[src/rtl/alu_sequencer.sv]
// -----------------------------------------------------------------------------
// alu_sequencer
//   Initiator side of the ALU operand/opcode/result interface. A request
//   (opcode, A, B, extra-pass count) is taken on a valid/ready handshake. The
//   block drives the ALU inputs, waits out the ALU's registered latency, and
//   optionally feeds each result back as the next A. The final result is
//   returned on a valid/ready response port, so callers never track ALU timing.
//
// Ports
//   clk          in   1       clock, rising edge
//   reset        in   1       synchronous reset, active low (0 = reset)
//   req_valid    in   1       request valid
//   req_ready    out  1       request ready (high only in IDLE, out of reset)
//   req_opcode   in   OP_W    ALU opcode used for every pass
//   req_a        in   DATA_W  first-pass operand A
//   req_b        in   DATA_W  operand B, constant across passes
//   req_iter     in   CNT_W   extra passes; total passes = req_iter + 1
//   resp_valid   out  1       response valid
//   resp_ready   in   1       response ready
//   resp_result  out  DATA_W  final ALU result (kept after the handshake)
//   busy         out  1       high in any state other than IDLE
//   alu_a        out  DATA_W  to ALU operand A (registered)
//   alu_b        out  DATA_W  to ALU operand B (registered)
//   alu_op       out  OP_W    to ALU opcode (registered)
//   alu_result   in   DATA_W  from ALU result
// -----------------------------------------------------------------------------
module alu_sequencer #(
  parameter int DATA_W  = 8,
  parameter int OP_W    = 4,
  parameter int CNT_W   = 4,
  parameter int ALU_LAT = 1
) (
  input  logic              clk,
  input  logic              reset,
  input  logic              req_valid,
  output logic              req_ready,
  input  logic [OP_W-1:0]   req_opcode,
  input  logic [DATA_W-1:0] req_a,
  input  logic [DATA_W-1:0] req_b,
  input  logic [CNT_W-1:0]  req_iter,
  output logic              resp_valid,
  input  logic              resp_ready,
  output logic [DATA_W-1:0] resp_result,
  output logic              busy,
  output logic [DATA_W-1:0] alu_a,
  output logic [DATA_W-1:0] alu_b,
  output logic [OP_W-1:0]   alu_op,
  input  logic [DATA_W-1:0] alu_result
);

  // The latency counter only ever holds ALU_LAT-1 down to 0.
  localparam int LAT_W = (ALU_LAT > 1) ? $clog2(ALU_LAT) : 1;

  typedef enum logic [1:0] {
    S_IDLE,
    S_ISSUE,
    S_WAIT,
    S_RESP
  } state_t;

  state_t             state;
  logic [CNT_W-1:0]   pass_cnt;
  logic [LAT_W-1:0]   lat_cnt;

  // Ready is gated by reset so the caller never sees an accept window while
  // the block is held in reset.
  assign req_ready = (state == S_IDLE) && reset;

  // NOTE: all state is updated with non-blocking assignments so every register
  // in this block sees the values from before the edge, matching the hardware.
  always_ff @(posedge clk) begin
    if (!reset) begin
      state       <= S_IDLE;
      alu_a       <= '0;
      alu_b       <= '0;
      alu_op      <= '0;
      resp_result <= '0;
      resp_valid  <= 1'b0;
      busy        <= 1'b0;
      pass_cnt    <= '0;
      lat_cnt     <= '0;
    end else begin
      unique case (state)
        S_IDLE: begin
          if (req_valid) begin
            alu_a    <= req_a;
            alu_b    <= req_b;
            alu_op   <= req_opcode;
            pass_cnt <= req_iter;
            busy     <= 1'b1;
            state    <= S_ISSUE;
          end
        end

        // ALU inputs are stable for this cycle; the ALU captures them at the
        // edge that closes it.
        S_ISSUE: begin
          lat_cnt <= LAT_W'(ALU_LAT - 1);
          state   <= S_WAIT;
        end

        // Stays ALU_LAT cycles; the result is taken at the edge ending the
        // last one.
        S_WAIT: begin
          if (lat_cnt != '0) begin
            lat_cnt <= lat_cnt - 1'b1;
          end else if (pass_cnt != '0) begin
            alu_a    <= alu_result;
            pass_cnt <= pass_cnt - 1'b1;
            state    <= S_ISSUE;
          end else begin
            resp_result <= alu_result;
            resp_valid  <= 1'b1;
            state       <= S_RESP;
          end
        end

        S_RESP: begin
          if (resp_ready) begin
            resp_valid <= 1'b0;
            busy       <= 1'b0;
            state      <= S_IDLE;
          end
        end

        default: state <= S_IDLE;
      endcase
    end
  end

endmodule
[config.mk]
export PLATFORM = sky130hd
export DESIGN_NAME = alu_sequencer
export DESIGN_NICKNAME = d
export VERILOG_FILES = /design/src/rtl/alu_sequencer.sv
export SDC_FILE = /design/constraint.sdc
export NUM_CORES = 1
export LEC_CHECK = 0
export BUFFER_PORTS_ARGS = -buffer_cell sky130_fd_sc_hd__buf_2
export CORE_AREA = 10 10 57 94
export DETAILED_ROUTE_END_ITERATION = 8
export DIE_AREA = 0 0 67 104
export PLACE_DENSITY_LB_ADDON = 0.15
export SETUP_SLACK_MARGIN = 0.15
export SYNTH_ARGS = -nofsm -noshare
export SYNTH_HDL_FRONTEND = slang
export SYNTH_SLANG_ARGS = --single-unit
[constraint.sdc]
create_clock -name clk -period 1.4 [get_ports clk]
set_input_delay 0.28 -clock clk [delete_from_list [all_inputs] [get_ports clk]]
set_output_delay 0.28 -clock clk [all_outputs]
set_load 0.005 [all_outputs]
==> out/qor.csv, run 1 <==
metric;value;unit
first_pass_iters;4;
wl;4160;µm
relSlewSlack;80.6;%
placed_area;2050;µm²
clock_skew;8.85;ps
synthesis.area;1550;µm²
clockBufferDepth;2;
yosysTopAreaCell;dfxtp_1;
reg2reg_from;pass_cnt[0]$_SDFFE_PN0P_;
drt.antenna.violating_nets;0;
reg2reg_depth;7;
busiest_layer;met2;
synth.net_count;207;
grt_max_degree;26;
cap_violations;0;
synth_seq_cells;36;
track_usage;12.1;%
status;complete, but fails checks;
whs_path_depth;3;
finalHoldViolCount;0;
synth_area_leaders;dfxtp_1, mux2i_1, nand2_1;
place_ws;-37.4;ps
fp.dieH;104;µm
pin_count;67;
design_area;2250;µm²
clk_pin_slew_worst_paths;70;ps
numCtsBuffers;5;
fin_nets;292;
grt_antenna_before_repair;0;
worstHoldStart;req_opcode[3];
clock_latency;290;ps
startpoint_type;register;
dr.first_iter.drc_count;36;
numClockSinks;36;
power.leakage;1.07;nW
tritoncts;yes;
n_antenna_cell;0;
core_area;3790;µm²
holdBufCountCts;0;
grt_pass1_vias;1454;
synthesis.instances;170;
critPathRequiredTime;1570;ps
grt_pass1_wl;6860;µm
grt_use_met3;5.93;%
combPwrFrac;25.5;%
start_util;40.8;%
routed_via_density;4.70;
finish.utilization;59.3;%
gp_congestion;0.747;
rsz0062_at_grt;yes;
worst_setup_path_end_kind;register;
power_switching;0.705;mW
maxSlewViolCount;0;
drc;0;
fin_ws;-50.9;ps
port-buffer-count;66;
peakVddDrop;1.11;mV
root_buffer;clkbuf_8;
wl_per_cell;13.7;µm
worstHoldPathType;in -> reg;
synth_top_area_share;46.6;%
violations;setup timing;
overflow;0;
die_w;67;µm
period_share;104;%
synthToLayoutAreaGrowth;45.3;%
switching_share;28.0;%
dieArea;6970;µm²
yosysSeqAreaShare;46.6;%
holdPathEnd;alu_op[3]$_SDFFE_PN0P_;
tightestPinTransition;290;ps
rows;30;
max_freq;689;MHz
syn_area_per_cell;9.10;µm²
r2r_end;resp_result[7]$_SDFFE_PN0P_;
dp_hpwl;3210;µm
drive_gt1_share;46.9;%
critical_path_class;reg -> reg;
grt_use_met1;12.1;%
synthDistinctLibCells;33;
rrSetupSlack;-50;ps
total_power;2.51;mW
p_clk_share;28.5;%
use_met2;20.7;%
intPower;1.81;mW
cp_data_arrival_time;1620;ps
finalSetupViolCount;15;
power_density;1120;nW/µm²
yosysWarnings;0;
ctsHtreeMaxLevel;2;
min_period;1450;ps
power_frac_seq;46.0;%
cp_max_fo;9;
vias;1428;
## routing by layer
| layer | routed length, µm | vias to the layer above |
|---|---|---|
| met5 | 0 | - |
| met4 | 60 | 0 |
| met3 | 393 | 5 |
| met2 | 2150 | 45 |
| met1 | 1560 | 637 |
| li1 | - | 741 |
## per-stage QoR
| stage | hold WS, ps | setup TNS [ps] | instances |
|---|---|---|---|
| 3_3_place_gp | 439 | 0 | 289 |
| 2_1_floorplan | 416 | 0 | 170 |
| 4_1_cts | 215 | -422 | 302 |
| 6_report | 221 | -415 | 304 |
| 3_5_place_dp | 443 | -265 | 289 |
| 5_1_grt | 229 | -1990 | 304 |
## registers in the layout, indices dropped and copies added (netlist names)
name / cells
alu_a: 8
alu_b: 8
resp_result: 8
alu_op: 4
pass_cnt: 4
state: 2
busy: 1
resp_valid: 1
## cells by family after synthesis
family | Yosys count | synth area share, %
flops | 36 | 46.6
compound gates | 37 | 15.9
mux | 17 | 11.0
simple gates | 63 | 18.3
xor+xnor | 1 | 0.566
fa+ha+maj | 1 | 0.809
buf+inv | 15 | 6.88
## cell usage after synthesis
library cell / number
dfxtp_1: 36
nand2_1: 29
a21oi_1: 21
nor2_1: 21
mux2i_1: 17
a211oi_1: 9
buf_1: 3
buf_2: 3
buf_6: 3
buf_4: 2
inv_1: 2
nand2b_1: 2
nor3_1: 2
a211oi_2: 1
a21oi_4: 1
and2_0: 1
and2_1: 1
buf_12: 1
ha_1: 1
inv_2: 1
nand2b_4: 1
nand3_1: 1
nor2_2: 1
nor2b_1: 1
nor2b_2: 1
nor3b_1: 1
nor3b_2: 1
o211ai_1: 1
o21ai_0: 1
o21ai_1: 1
o21bai_1: 1
o21bai_4: 1
xor2_1: 1
## critical path, stage by stage (launching register included)
cell	delay [ps]
dfxtp_2	320
inv_2	70
ha_4	120
nor3b_4	230
nor2b_4	210
buf_12	140
mux2i_1	190
nor2_1	50
## how the worst max path moves through the flow
stage	start	to	slack, ps	cells past startpoint
after floorplan	pass_cnt[1]$_SDFFE_PN0P_	resp_result[4]$_SDFFE_PN0P_	30	7
after global placement	pass_cnt[0]$_SDFFE_PN0P_	resp_result[4]$_SDFFE_PN0P_	2	7
after detailed placement	pass_cnt[0]$_SDFFE_PN0P_	resp_result[3]$_SDFFE_PN0P_	-40	7
after CTS	pass_cnt[0]$_SDFFE_PN0P_	resp_result[7]$_SDFFE_PN0P_	-50	7
after global routing	pass_cnt[0]$_SDFFE_PN0P_	resp_result[2]$_SDFFE_PN0P_	-140	7
final	pass_cnt[0]$_SDFFE_PN0P_	resp_result[7]$_SDFFE_PN0P_	-50	7
## cell usage in the layout (no fill, tap or decap), types with 2 or more instances in the layout
cell      synthesis  final
buf_2             3     66
dfxtp_1          36     33
nand2_1          29     28
a21oi_1          21     21
nor2_1           21     17
mux2i_1          17     17
buf_4             2     17
a211oi_1          9      7
clkbuf_8          0      5
nor2_2            1      4
buf_12            1      4
inv_2             1      3
a211oi_2          1      3
nor3_1            2      2
nand2b_1          2      2
clkinv_2          0      2
dfxtp_2           0      2
buf_6             3      2
## power groups by stage
stage | combinational [mW] | sequential, mW | clock [mW]
finish | 0.640 | 1.16 | 0.716
global route | 0.710 | 1.17 | 0.786
CTS | 0.623 | 1.16 | 0.748
detailed placement | 0.568 | 1.18 | 0
global placement | 0.562 | 1.18 | 0
floorplan | 0.323 | 1.18 | 0
## cell type report
class	instances	area [µm²]
clock inverter	3	18.8
timing repair buffer	90	588
fill	371	1540
clock buffer	5	68.8
multi-input combinational	119	773
inverter	3	11.3
tap	48	60.1
sequential	36	727
## what timing repair did
action                                  4_1_cts  5_1_grt
setup buffers                                 4        2
pin swaps                                     3        2
hold endpoints to repair                      0        0
endpoints found under the setup margin       24       35
resized for setup                             6        8
cloned                                        1        0
Note: power is estimated with default switching activity, not from simulation.
==> run 2: changes to the inputs <==
--- a/config.mk
+++ b/config.mk
@@ -6,9 +6,9 @@
 export NUM_CORES = 1
 export LEC_CHECK = 0
 export BUFFER_PORTS_ARGS = -buffer_cell sky130_fd_sc_hd__buf_2
-export CORE_AREA = 10 10 57 94
+export CORE_AREA = 3 3 50 87
 export DETAILED_ROUTE_END_ITERATION = 8
-export DIE_AREA = 0 0 67 104
+export DIE_AREA = 0 0 53 90
 export PLACE_DENSITY_LB_ADDON = 0.15
 export SETUP_SLACK_MARGIN = 0.15
 export SYNTH_ARGS = -nofsm -noshare
==> run 2 against run 1 <==
The flow still finishes with violations (setup timing). Routed wire length fell by 13%. Power shrank 0.78%. Critical path depth stayed put. Register-to-register slack better by 20 ps. Sequential power hardly changed. First-iteration DRC count down 64%. Flip-flop and latch count stayed put. Clock power is 3.6% higher. Clock skew decreased by 3.6 ps. Critical endpoint is now resp_result[3]$_SDFFE_PN0P_.
==> out/qor.csv, run 2 (same netlist as run 1, synthesis figures left out) <==
metric;value;unit;change
pin_count;67;;unchanged
wl_per_cell;12.1;µm;was 13.7 µm
grt_use_met1;18.6;%;was 12.1%
first_pass_iters;4;;unchanged
gp_congestion;0.753;;was 0.747
fin_ws;-26.6;ps;was -50.9 ps
cp.buffers_inverters;2;;unchanged
ctsHtreeMaxLevel;2;;unchanged
cp_max_fo;9;;unchanged
cp_data_arrival_time;1590;ps;was 1620 ps
finish.utilization;60.1;%;was 59.3%
worst_setup_path_end_kind;register;;unchanged
cp_slowest_cell;dfxtp_2;;unchanged
top_regs;alu_a: 8 flops, alu_b: 8 flops, resp_result: 8 flops;;unchanged
dr.first_iter.drc_count;13;;was 36
grt_max_degree;26;;unchanged
min_period;1430;ps;was 1450 ps
clk_pin_slew_worst_paths;70;ps;about the same
numCtsBuffers;5;;unchanged
port-buffer-count;66;;unchanged
root_buffer;clkbuf_8;;unchanged
total_power;2.49;mW;was 2.51 mW
numClockSinks;36;;unchanged
period_share;102;%;was 104%
tritoncts;yes;;unchanged
cp_cell_sequence;inv_2 -> ha_4 -> nor3b_4 -> nor2b_4 -> buf_12 -> mux2i_1 -> nor2_1;;unchanged
clock_skew;5.26;ps;was 8.85 ps
holdBufCountCts;0;;unchanged
core_area;3660;µm²;was 3790 µm²
startpoint_type;register;;unchanged
dieArea;4770;µm²;was 6970 µm²
peakVddDrop;0.851;mV;was 1.11 mV
max_freq;701;MHz;was 689 MHz
drive_gt1_share;47.6;%;was 46.9%
grt_pass1_vias;1397;;was 1454
slowest_delay;330;ps;was 320 ps
status;complete, but fails checks;;unchanged
maxSlewViolCount;0;;unchanged
power_density;1130;nW/µm²;was 1120 nW/µm²
place_ws;-68.1;ps;was -37.4 ps
reg2reg_from;pass_cnt[0]$_SDFFE_PN0P_;;unchanged
grt_antenna_before_repair;0;;unchanged
violations;setup timing;;unchanged
grt_use_met3;3.64;%;was 5.93%
synthToLayoutAreaGrowth;42.4;%;was 45.3%
grt_pass1_wl;6330;µm;was 6860 µm
dp_hpwl;2810;µm;was 3210 µm
use_met2;30.8;%;was 20.7%
dpl.cell_count;285;;was 289
clock_latency;280;ps;was 290 ps
clockBufferDepth;2;;unchanged
fp.dieH;90;µm;was 104 µm
cap_violations;0;;unchanged
mostFrequentLayoutCells;buf_2, dfxtp_1, nand2_1;;unchanged
start_util;42.2;%;was 40.8%
power.leakage;1.04;nW;was 1.07 nW
busiest_layer;met2;;unchanged
finalNonFillerCells;298;;was 304
tightestPinTransition;264;ps;was 290 ps
track_usage;17.5;%;was 12.1%
fin_nets;288;;was 292
n_antenna_cell;0;;unchanged
overflow;0;;unchanged
worstHoldPathType;in -> reg;;unchanged
finalSetupViolCount;8;;was 15
critical_path_class;reg -> reg;;unchanged
drt.antenna.violating_nets;0;;unchanged
vias;1425;;was 1428
finalHoldViolCount;0;;unchanged
critPathRequiredTime;1570;ps;about the same
drc;0;;unchanged
hold_ws;233;ps;was 221 ps
worstHoldStart;req_opcode[0];;was req_opcode[3]
startpoint;pass_cnt[0]$_SDFFE_PN0P_;;unchanged
rows;29;;was 30
critical-path-top-delay-family;simple AND/OR/NAND/NOR gates;;unchanged
rsz0062_at_grt;yes;;unchanged
relSlewSlack;82.4;%;was 80.6%
wl;3620;µm;was 4160 µm
die_w;53;µm;was 67 µm
final_common_cell;buf_2;;unchanged
routed_via_density;4.78;;was 4.70
## run 2: cell types whose count changed in the layout (fill, tap and decap cells not counted), sizes merged
cell / before / now
buf: 90 / 86
clkbuf: 5 / 8
clkinv: 3 / 0
## run 2: worst paths after layout
| path | depth (start not counted) | endpoint | slack [ps] |
|---|---|---|---|
| min | 3 | alu_op[0]$_SDFFE_PN0P_ | 230 |
| max | 7 | resp_result[3]$_SDFFE_PN0P_ | -30 |
| min reg2reg | 2 | alu_op[3]$_SDFFE_PN0P_ | 450 |
| max reg2reg | 7 | resp_result[3]$_SDFFE_PN0P_ | -30 |
## run 2: stage by stage
step	TNS (ps)	cell area, µm²
2_1_floorplan	0	1580
3_3_place_gp	0	2000
3_5_place_dp	-470	2000
4_1_cts	-515	2160
5_1_grt	-1370	2200
6_report	-133	2200
## run 2: worst reg2reg max path, stage by stage (launching register included)
cell and delay (ps):
dfxtp_2 330, inv_2 60, ha_4 120, nor3b_4 220, nor2b_4 200, buf_12 140
mux2i_1 190, nor2_1 50
## run 2: routing by layer
layer / share of wire (%) / vias to the layer above
li1: - / 735
met1: 39 / 630
met2: 52 / 54
met3: 6.8 / 6
met4: 2.2 / 0
met5: 0 / -
## run 2: cell type report
cell class	count	area [µm²]
fillers	373	1460
multi-input cells	119	791
flip-flops and latches	36	727
repair buffers	86	526
clock buffers	8	90.1
well taps	46	57.6
inverters	3	11.3
## run 2: what timing repair did
action | CTS | global route
gates cloned | 1 | 0
endpoints found under the setup margin | 34 | 35
buffers inserted | 4 | 0
gates resized for setup | 11 | 12
pin swaps | 2 | 7
## run 2: where the power goes
| part | total, mW | switching [mW] | internal [mW] |
|---|---|---|---|
| combinational | 0.589 | 0.274 | 0.316 |
| clock | 0.742 | 0.341 | 0.401 |
| sequential | 1.16 | 0.0549 | 1.11 |
==> run 3: changes to the inputs <==
--- a/config.mk
+++ b/config.mk
@@ -5,10 +5,11 @@
 export SDC_FILE = /design/constraint.sdc
 export NUM_CORES = 1
 export LEC_CHECK = 0
-export BUFFER_PORTS_ARGS = -buffer_cell sky130_fd_sc_hd__buf_2
-export CORE_AREA = 3 3 50 87
+export CORE_AREA = 3 3 45 77
 export DETAILED_ROUTE_END_ITERATION = 8
-export DIE_AREA = 0 0 53 90
+export DIE_AREA = 0 0 48 80
+export DONT_BUFFER_PORTS = 1
+export GPL_TIMING_DRIVEN = 0
 export PLACE_DENSITY_LB_ADDON = 0.15
 export SETUP_SLACK_MARGIN = 0.15
 export SYNTH_ARGS = -nofsm -noshare
==> run 3 against run 2 <==
The run still ends with setup timing left. Sequential share of layout area up 3.6 points. Worst hold slack worse by 110 ps. Clock skew about the same. Critical path depth up 2. Via count down 12%. Flip-flop and latch count unchanged. First-iteration DRC count up 7.7%. Count of clock-buffer cells in the layout down 2. Die area down 19%. Highest routed layer unchanged.
==> out/qor.csv, run 3 (same netlist as run 1, synthesis figures left out) <==
metric;value;unit;change
status;complete, but fails checks;;unchanged
violations;setup timing;;unchanged
critPathRequiredTime;1610;ps;was 1570 ps
clockBufferDepth;2;;unchanged
crit_path_frequent_cell;buf_6;;
whs_path_depth;2;;was 3
overflow;0;;unchanged
finalSetupViolCount;20;;was 8
worst_setup_path_end_kind;register;;unchanged
start_util;52.8;%;was 42.2%
clock_skew;5.23;ps;was 5.26 ps
synthToLayoutAreaGrowth;27.7;%;was 42.4%
power_density;1330;nW/µm²;was 1130 nW/µm²
fin_ws;-112;ps;was -26.6 ps
total_power;2.63;mW;was 2.49 mW
tritoncts;yes;;unchanged
max_freq;661;MHz;was 701 MHz
track_usage;21.1;%;was 17.5%
relSlewSlack;69.6;%;was 82.4%
dp_hpwl;2570;µm;was 2810 µm
reg2reg_depth;9;;was 7
placed_area;1610;µm²;was 2000 µm²
drt.antenna.violating_nets;0;;unchanged
holdBufCountCts;0;;unchanged
rsz0062_at_grt;yes;;unchanged
root_buffer;clkbuf_8;;unchanged
numCtsBuffers;5;;unchanged
routed_via_density;5.69;;was 4.78
fillers;250;;was 373
grt_pass1_wl;5710;µm;was 6330 µm
dieArea;3840;µm²;was 4770 µm²
grt_antenna_before_repair;0;;unchanged
multi_input_area;823;µm²;was 791 µm²
die_w;48;µm;was 53 µm
port-buffer-count;0;;was 66
power.leakage;0.795;nW;was 1.04 nW
drc;0;;unchanged
worstHoldPathType;in -> reg;;unchanged
cp_data_arrival_time;1730;ps;was 1590 ps
period_share;108;%;was 102%
cp.buffers_inverters;4;;was 2
finalHoldViolCount;0;;unchanged
cap_violations;0;;unchanged
critical_path_cell_count;9;;was 7
cp_cell_sequence;inv_2 -> ha_4 -> nor3b_4 -> buf_4 -> a21oi_4 -> buf_6 -> buf_6 -> nor2_2 -> a211oi_2;;was inv_2 -> ha_4 -> nor3b_4 -> nor2b_4 -> buf_12 -> mux2i_1 -> nor2_1
grt_max_degree;12;;was 26
critical_path_class;reg -> reg;;unchanged
fin_nets;227;;was 288
design_area;1970;µm²;was 2200 µm²
pin_count;67;;unchanged
rows;26;;was 29
final_common_cell;dfxtp_1;;was buf_2
clk_pin_slew_worst_paths;70;ps;about the same
n_antenna_cell;0;;unchanged
core_area;2930;µm²;was 3660 µm²
tightestPinTransition;456;ps;was 264 ps
maxSlewViolCount;0;;unchanged
min_period;1510;ps;was 1430 ps
drive_gt1_share;31.9;%;was 47.6%
cp_slowest_cell;dfxtp_2;;unchanged
wl_per_cell;17.6;µm;was 12.1 µm
dr.first_iter.drc_count;14;;was 13
fp.dieH;80;µm;was 90 µm
cp_max_fo;4;;was 9
gp_congestion;0.718;;was 0.753
peakVddDrop;1.05;mV;was 0.851 mV
critical-path-top-delay-family;buffers and inverters;;was simple AND/OR/NAND/NOR gates
startpoint_type;register;;unchanged
top_regs;alu_a: 8 flops, alu_b: 8 flops, resp_result: 8 flops;;unchanged
slowest_delay;340;ps;was 330 ps
grt_pass1_vias;1218;;was 1397
clock_latency;290;ps;was 280 ps
vias;1247;;was 1425
numClockSinks;36;;unchanged
first_pass_iters;4;;unchanged
wl;3850;µm;was 3620 µm
regArea;723;µm²;was 727 µm²
ctsHtreeMaxLevel;2;;unchanged
mostFrequentLayoutCells;dfxtp_1, nand2_1, a21oi_1;;was buf_2, dfxtp_1, nand2_1
## run 3: cell count changes in the layout (fill, tap and decap cells not counted), sizes merged
cell,before,now
clkinv,0,1
bufinv,0,1
clkbuf,8,9
buf,86,22
## run 3: layout make-up
cell class	count	share of cell area, %
clock inverters	2	1.77
clock buffers	6	3.68
repair buffers	13	7.48
plain buffers	12	6.40
multi-input cells	119	41.7
flip-flops and latches	36	36.6
well taps	28	1.77
inverters	3	0.570
## run 3: routing by layer
layer,GRT usage (%),wire length [µm],up-vias,share of wire (%)
met5,0,0,-,0
met4,6.47,56,0,1.5
met3,7.67,287,5,7.5
met2,36.7,2160,54,56
met1,22.0,1340,575,35
li1,-,-,613,-
## run 3: worst paths after layout
path / from / end / slack, ps
worst max register to register: pass_cnt[1]$_SDFFE_PN0P_ / alu_a[0]$_SDFFE_PN0P_ / -110
worst min register to register: alu_b[0]$_SDFFE_PN0P_ / alu_b[0]$_SDFFE_PN0P_ / 470
worst max-delay path: pass_cnt[1]$_SDFFE_PN0P_ / alu_a[0]$_SDFFE_PN0P_ / -110
worst min-delay path: req_opcode[1] / alu_op[1]$_SDFFE_PN0P_ / 120
## run 3: metrics by stage
stage	std cells	hold slack (ps)	setup slack, ps	TNS [ps]	util, %
floorplan	170	416	28.1	0	-
global placement	198	418	-64.4	-478	55.0
detailed placement	198	422	-135	-855	55.0
CTS	216	116	-112	-1590	64.0
global route	219	126	-203	-3240	67.4
finish	219	120	-112	-1520	67.4
## run 3: timing repair
item	CTS	global route
gates resized for setup	18	18
pin swaps	4	9
endpoints found under the setup margin	33	33
buffers inserted	8	2
cloned	2	1
## run 3: power breakdown
group / total [mW] / internal (mW) / switching (mW)
registers: 1.18 / 1.11 / 0.0684
logic: 0.560 / 0.293 / 0.267
clock network: 0.890 / 0.528 / 0.362
